<file path="src/rtl/muldiv_pkg.sv">
// Shared definitions for the Hi/Lo multiply/divide unit.
// Op encodings, FSM states and the iteration count.
package muldiv_pkg;

    localparam logic [1:0] OP_MULT  = 2'b00;
    localparam logic [1:0] OP_MULTU = 2'b01;
    localparam logic [1:0] OP_DIV   = 2'b10;
    localparam logic [1:0] OP_DIVU  = 2'b11;

    localparam int MULDIV_ITERS = 32;

    typedef enum logic [1:0] {
        IDLE,
        CALC,
        FIX,
        DONE
    } muldivState_t;

    function automatic logic [31:0] condNeg(
        input logic [31:0] v,
        input logic        neg
    );
        return neg ? -v : v;
    endfunction

endpackage

</file>
<file path="src/rtl/muldiv_core.sv">
// One iteration of shift-add multiply or restoring divide.
// Acc holds {hi, lo}: product/multiplier or remainder/quotient.
module muldiv_core #(
    parameter int W = 32
) (
    input  logic           IsDiv,
    input  logic [2*W-1:0] Acc,
    input  logic [W-1:0]   Operand,
    output logic [2*W-1:0] AccNext
);

    logic [W:0] sum;
    logic [W:0] diff;

    always_comb begin
        sum  = {1'b0, Acc[2*W-1:W]} + {1'b0, Operand};
        diff = Acc[2*W-1:W-1] - {1'b0, Operand};
        AccNext = '0;
        if (IsDiv) begin
            // No borrow means the shifted remainder covers the divisor
            if (!diff[W])
                AccNext = {diff[W-1:0], Acc[W-2:0], 1'b1};
            else
                AccNext = {Acc[2*W-2:0], 1'b0};
        end else begin
            if (Acc[0])
                AccNext = {sum, Acc[W-1:1]};
            else
                AccNext = {1'b0, Acc[2*W-1:1]};
        end
    end

endmodule

</file>
<file path="src/rtl/hilo_muldiv_unit.sv">
// Iterative 32-bit multiply/divide unit writing the Hi/Lo pair.
// Fixed latency: one load cycle, 32 steps, one sign-fix cycle.
module hilo_muldiv_unit
    import muldiv_pkg::*;
#(
    parameter int DATA_W = 32
) (
    input  logic              Clk,
    input  logic              Rst,
    input  logic              Start,
    input  logic [1:0]        Op,
    input  logic [DATA_W-1:0] A,
    input  logic [DATA_W-1:0] B,
    output logic              Busy,
    output logic              Done,
    output logic              WriteEn,
    output logic [DATA_W-1:0] HiOut,
    output logic [DATA_W-1:0] LoOut,
    output logic              DivByZero
);

    localparam logic [5:0] CNT_LAST = 6'(MULDIV_ITERS);

    muldivState_t state, stateNext;

    logic [5:0]          cnt;
    logic [2*DATA_W-1:0] acc;
    logic [2*DATA_W-1:0] accNext;
    logic [2*DATA_W-1:0] prod;
    logic [DATA_W-1:0]   aReg;
    logic [DATA_W-1:0]   magA;
    logic [DATA_W-1:0]   magB;
    logic                isDivReg;
    logic                bZero;
    logic                negRes;
    logic                negRem;
    logic                isSigned;

    assign isSigned = !Op[0];
    assign prod     = negRes ? -acc : acc;
    assign Busy     = (state != IDLE);
    assign Done     = (state == DONE);
    assign WriteEn  = Done;

    muldiv_core #(.W(DATA_W)) u_core (
        .IsDiv   (isDivReg),
        .Acc     (acc),
        .Operand (magB),
        .AccNext (accNext)
    );

    always_ff @(posedge Clk) begin
        if (Rst) state <= IDLE;
        else     state <= stateNext;
    end

    always_comb begin
        stateNext = state;
        unique case (state)
            IDLE:    if (Start) stateNext = CALC;
            CALC:    if (cnt == CNT_LAST) stateNext = FIX;
            FIX:     stateNext = DONE;
            DONE:    stateNext = IDLE;
            default: stateNext = IDLE;
        endcase
    end

    always_ff @(posedge Clk) begin
        if (Rst) begin
            cnt       <= '0;
            acc       <= '0;
            aReg      <= '0;
            magA      <= '0;
            magB      <= '0;
            isDivReg  <= 1'b0;
            bZero     <= 1'b0;
            negRes    <= 1'b0;
            negRem    <= 1'b0;
            HiOut     <= '0;
            LoOut     <= '0;
            DivByZero <= 1'b0;
        end else begin
            case (state)
                IDLE: if (Start) begin
                    cnt      <= '0;
                    aReg     <= A;
                    magA     <= condNeg(A, isSigned && A[DATA_W-1]);
                    magB     <= condNeg(B, isSigned && B[DATA_W-1]);
                    isDivReg <= Op[1];
                    bZero    <= (B == '0);
                    negRes   <= isSigned && (A[DATA_W-1] ^ B[DATA_W-1]);
                    negRem   <= isSigned && A[DATA_W-1];
                end
                CALC: begin
                    // First CALC cycle seeds the low half; steps follow
                    if (cnt == '0) acc <= {{DATA_W{1'b0}}, magA};
                    else           acc <= accNext;
                    cnt <= cnt + 6'd1;
                end
                FIX: begin
                    if (isDivReg && bZero) begin
                        HiOut     <= aReg;
                        LoOut     <= '1;
                        DivByZero <= 1'b1;
                    end else if (isDivReg) begin
                        HiOut     <= condNeg(acc[2*DATA_W-1:DATA_W], negRem);
                        LoOut     <= condNeg(acc[DATA_W-1:0], negRes);
                        DivByZero <= 1'b0;
                    end else begin
                        HiOut     <= prod[2*DATA_W-1:DATA_W];
                        LoOut     <= prod[DATA_W-1:0];
                        DivByZero <= 1'b0;
                    end
                end
                default: ;
            endcase
        end
    end

endmodule

</file>
<file path="config.mk">
export PLATFORM = sky130hd
export DESIGN_NAME = hilo_muldiv_unit
export DESIGN_NICKNAME = d
export VERILOG_FILES = /design/src/rtl/muldiv_pkg.sv /design/src/rtl/muldiv_core.sv /design/src/rtl/hilo_muldiv_unit.sv
export SDC_FILE = /design/constraint.sdc
export NUM_CORES = 1
export LEC_CHECK = 0
export CAP_MARGIN = 10
export CORE_ASPECT_RATIO = 1.5
export CORE_MARGIN = 2
export CORE_UTILIZATION = 55
export CTS_BUF_LIST = sky130_fd_sc_hd__clkbuf_2 sky130_fd_sc_hd__clkbuf_4 sky130_fd_sc_hd__clkbuf_8
export CTS_CLUSTER_SIZE = 12
export DETAILED_ROUTE_END_ITERATION = 7
export PLACE_DENSITY = 0.78
export SYNTH_ARGS = -nofsm -noshare
export SYNTH_HDL_FRONTEND = slang
export SYNTH_SLANG_ARGS = --single-unit
</file>
<file path="constraint.sdc">
create_clock -name Clk -period 3.7 [get_ports Clk]
set_input_delay 0.555 -clock Clk [delete_from_list [all_inputs] [get_ports Clk]]
set_output_delay 0.555 -clock Clk [all_outputs]
set_load 0.02 [all_outputs]
</file>
==> out/metrics.cfg <==
[run_status]
status=completed

[place]
portBuffers=136
hpwlAfterDp_um=40200
gp_congestion=0.973

[synthesis]
synth_common_cells=246 x nor2_1, 243 x nand2_1, 236 x dfxtp_1
synth-main-ff-cell=dfxtp_1
yosysTopAreaCellShare=0.292
yosys-top-cells-area=dfxtp_1 29%, mux2i_1 5.8%, ha_1 5.7%
seq_area_frac_synth=0.292
yosysTopAreaCell=dfxtp_1
synth_edf_count=0
synth_seq_cells=236
netlist_area_um2=16200
yosysUniqueCellTypes=83
syn_inst=2126
yosysMostFrequentCell=nor2_1
ys_warn_count=0
syn_nets=2271
avgSynthCellArea_um2=7.61
synthArstFlopShare=0

[timing]
setup_viol=0
finalMaxSlewViolations=0
fmax_ghz=0.283
min_period_ns=3.53
finalHoldViolCount=0
slew_headroom=0.212
fin_crit_sh=0.955
finClkSkew_ns=0.0238
finalSetupTns_ns=0
tightest_slew_ns=1.17
rsz0062_at_grt=false

[floorplan]
chipWidth_um=144
row_count=76
io_pins=137
die_h_um=214
start_util=0.562
die-area_um2=30800
coreArea_um2=28800

[critical_path]
cp_slowest_cell=a2111oi_0
crit_top_cell=a2111oi_0
critPathTopFamily=compound AO/OA/AOI/OAI gates
cp_data_required_time_ns=4.22
cp_cell_sequence=ha_1 > inv_1 > fa_1 > nand2b_1 > a21oi_1 > o21a_1 > a211oi_2 > o21ai_0 > a2111oi_0 > nor3_1 > xnor2_1 > a2111oi_0 > a22o_1
r2r_start=acc[32]
critical_path_arrival_ns=4.05
crit_fanout=5
timing.rr.end=acc[57]
worst-setup-path-type=flop to flop
worstRegToRegCells=13
rrSetupSlack_ns=0.17
crit_path_end_kind=flop
slowest_delay_ns=0.51
crit_buf_inv=1
cp-start-kind=flop

[detailed_routing]
route.vias.total=16300
wl_per_cell_um=19.8
drc=0
drt_iter0_markers=1176
drt_wl_total_um=52900
antenna_left=0
via_per_inst=6.13
first_pass_iters=6

[layout]
drive_above_1_share=0.0918
multi_input_area_um2=10700
final_nets=2393
insertedDiodeCount=0
areaGrowthSynthToFinish_pct=18.5
fillers=2535
register_area_um2=4730

[clocking]
clockBufferDepth=3
cts.htree.levels=2
root_buffer=clkbuf_8
numClockSinks=236
insertion_delay_ns=0.57
clkSlewWorstSetupHoldPaths_ns=0.07
cts_setup_buffers=0
tritoncts=yes
cts_made_buffers=39

[power_and_ir_drop]
cellPowerDensity_nw_per_um2=628
p_sw_frac=0.425
pwr-share-comb=0.479
p_switching_mw=5.11
seq_power_share=0.297
power.share.clock=0.224
finalPower_mw=12.0
ir_worst_vdd_mv=0.277
power_leakage_nw=7.42
p_int_mw=6.92

[hold_path]
hold_path_end=HiOut[3]
hp-start=Rst
hold_depth=2
hp-class=input port to flop

[global_route]
track_usage=0.336
grt_pass1_wl_um=82500
grt_antenna_before_repair=0
globalRouteOverflowTotal=0
grt_pass1_vias=15900
grt_max_degree=87

[job]
maxCapViolCount=0

-- metal layers --
metal / global-route usage / part of all wire / vias to the layer above
li1: - / - / 7859
met1: 0.361 / 0.37 / 7678
met2: 0.614 / 0.51 / 615
met3: 0.0386 / 0.051 / 189
met4: 0.209 / 0.072 / 0
met5: 0 / 0 / -
-- power groups by stage --
stage / clock, mW / combinational (mW) / sequential [mW]
floorplan: 0 / 3.66 / 3.67
global placement: 0 / 5.54 / 3.60
detailed placement: 0 / 5.63 / 3.62
CTS: 2.72 / 5.66 / 3.57
global route: 2.81 / 6.23 / 3.64
finish: 2.69 / 5.76 / 3.57
-- worst max-delay path by stage --
| stage | startpoint | endpoint | cells past startpoint |
|---|---|---|---|
| 2_1_floorplan | acc[31] | acc[43] | 14 |
| 3_3_place_gp | acc[2] | HiOut[31] | 10 |
| 3_5_place_dp | acc[2] | HiOut[31] | 10 |
| 4_1_cts | acc[2] | HiOut[31] | 10 |
| 5_1_grt | acc[32] | acc[57] | 13 |
| 6_report | acc[32] | acc[57] | 13 |
-- kinds of logic (layout without fill, tap and decap cells) --
logic type               after synthesis  in the layout  share of synthesized area
AO/OA/AOI/OAI                        627            627                      0.247
XOR/XNOR                             162            162                     0.0881
adder cells (fa/ha/maj)               76             76                     0.0597
buffers and inverters                216            366                     0.0516
flip-flops                           236            236                      0.292
multiplexers                         100            100                     0.0623
AND/OR/NAND/NOR                      709            709                      0.199
-- worst reg2reg max path, cell delays in order (launching register included) --
cell and delay (ns):
dfxtp_1 0.36, ha_1 0.25, inv_1 0.09, fa_1 0.21, nand2b_1 0.16, a21oi_1 0.10, o21a_1 0.25, a211oi_2 0.43
o21ai_0 0.25, a2111oi_0 0.51, nor3_1 0.13, xnor2_1 0.15, a2111oi_0 0.41, a22o_1 0.18
-- metrics by stage --
stage | instance area [µm²] | utilization | std cells | hold slack, ns | worst slack, ns
after floorplan | 16200 | - | 2126 | 0.432 | 0.472
after global placement | 18200 | 0.633 | 2597 | 0.441 | 0.0248
after detailed placement | 18200 | 0.633 | 2597 | 0.447 | 0.00618
after CTS | 19100 | 0.664 | 2666 | 0.445 | 0.131
after global routing | 19200 | 0.665 | 2666 | 0.481 | 0.0144
final | 19200 | 0.665 | 2666 | 0.440 | 0.167
-- timing repair --
item                                    CTS  global route
endpoints found under the hold margin     0             0
resized for setup                         1             4
endpoints found under the setup margin    1             3
hold buffers                              0             0
-- area by class of cell --
cell class | count | area share
clock buffer | 60 | 0.0405
clock inverter | 9 | 0.00659
sequential | 236 | 0.247
inverter | 67 | 0.0131
timing repair buffer | 230 | 0.110
multi-input combinational | 1674 | 0.558
tap | 390 | 0.0255
-- sequential cells by signal, indices dropped and copies added (netlist names) --
name	count
cnt	6
acc	64
state	2
magB	32
aReg	32
negRes	1
LoOut	32
isDivReg	1
HiOut	32
magA	31
DivByZero	1
bZero	1
negRem	1
-- cells in the final DEF (no fill, tap or decap), types with 40 or more instances in the layout --
cell type	count
a211oi_1	62
a21oi_1	170
buf_4	91
clkbuf_8	52
clkdlybuf4s50_1	135
dfxtp_1	235
ha_1	72
inv_1	67
mux2i_1	94
nand2_1	242
nor2_1	244
nor3_1	40
o21ai_0	148
o22ai_1	42
xnor2_1	104
xor2_1	57
Power figures use the tool's default switching activity.
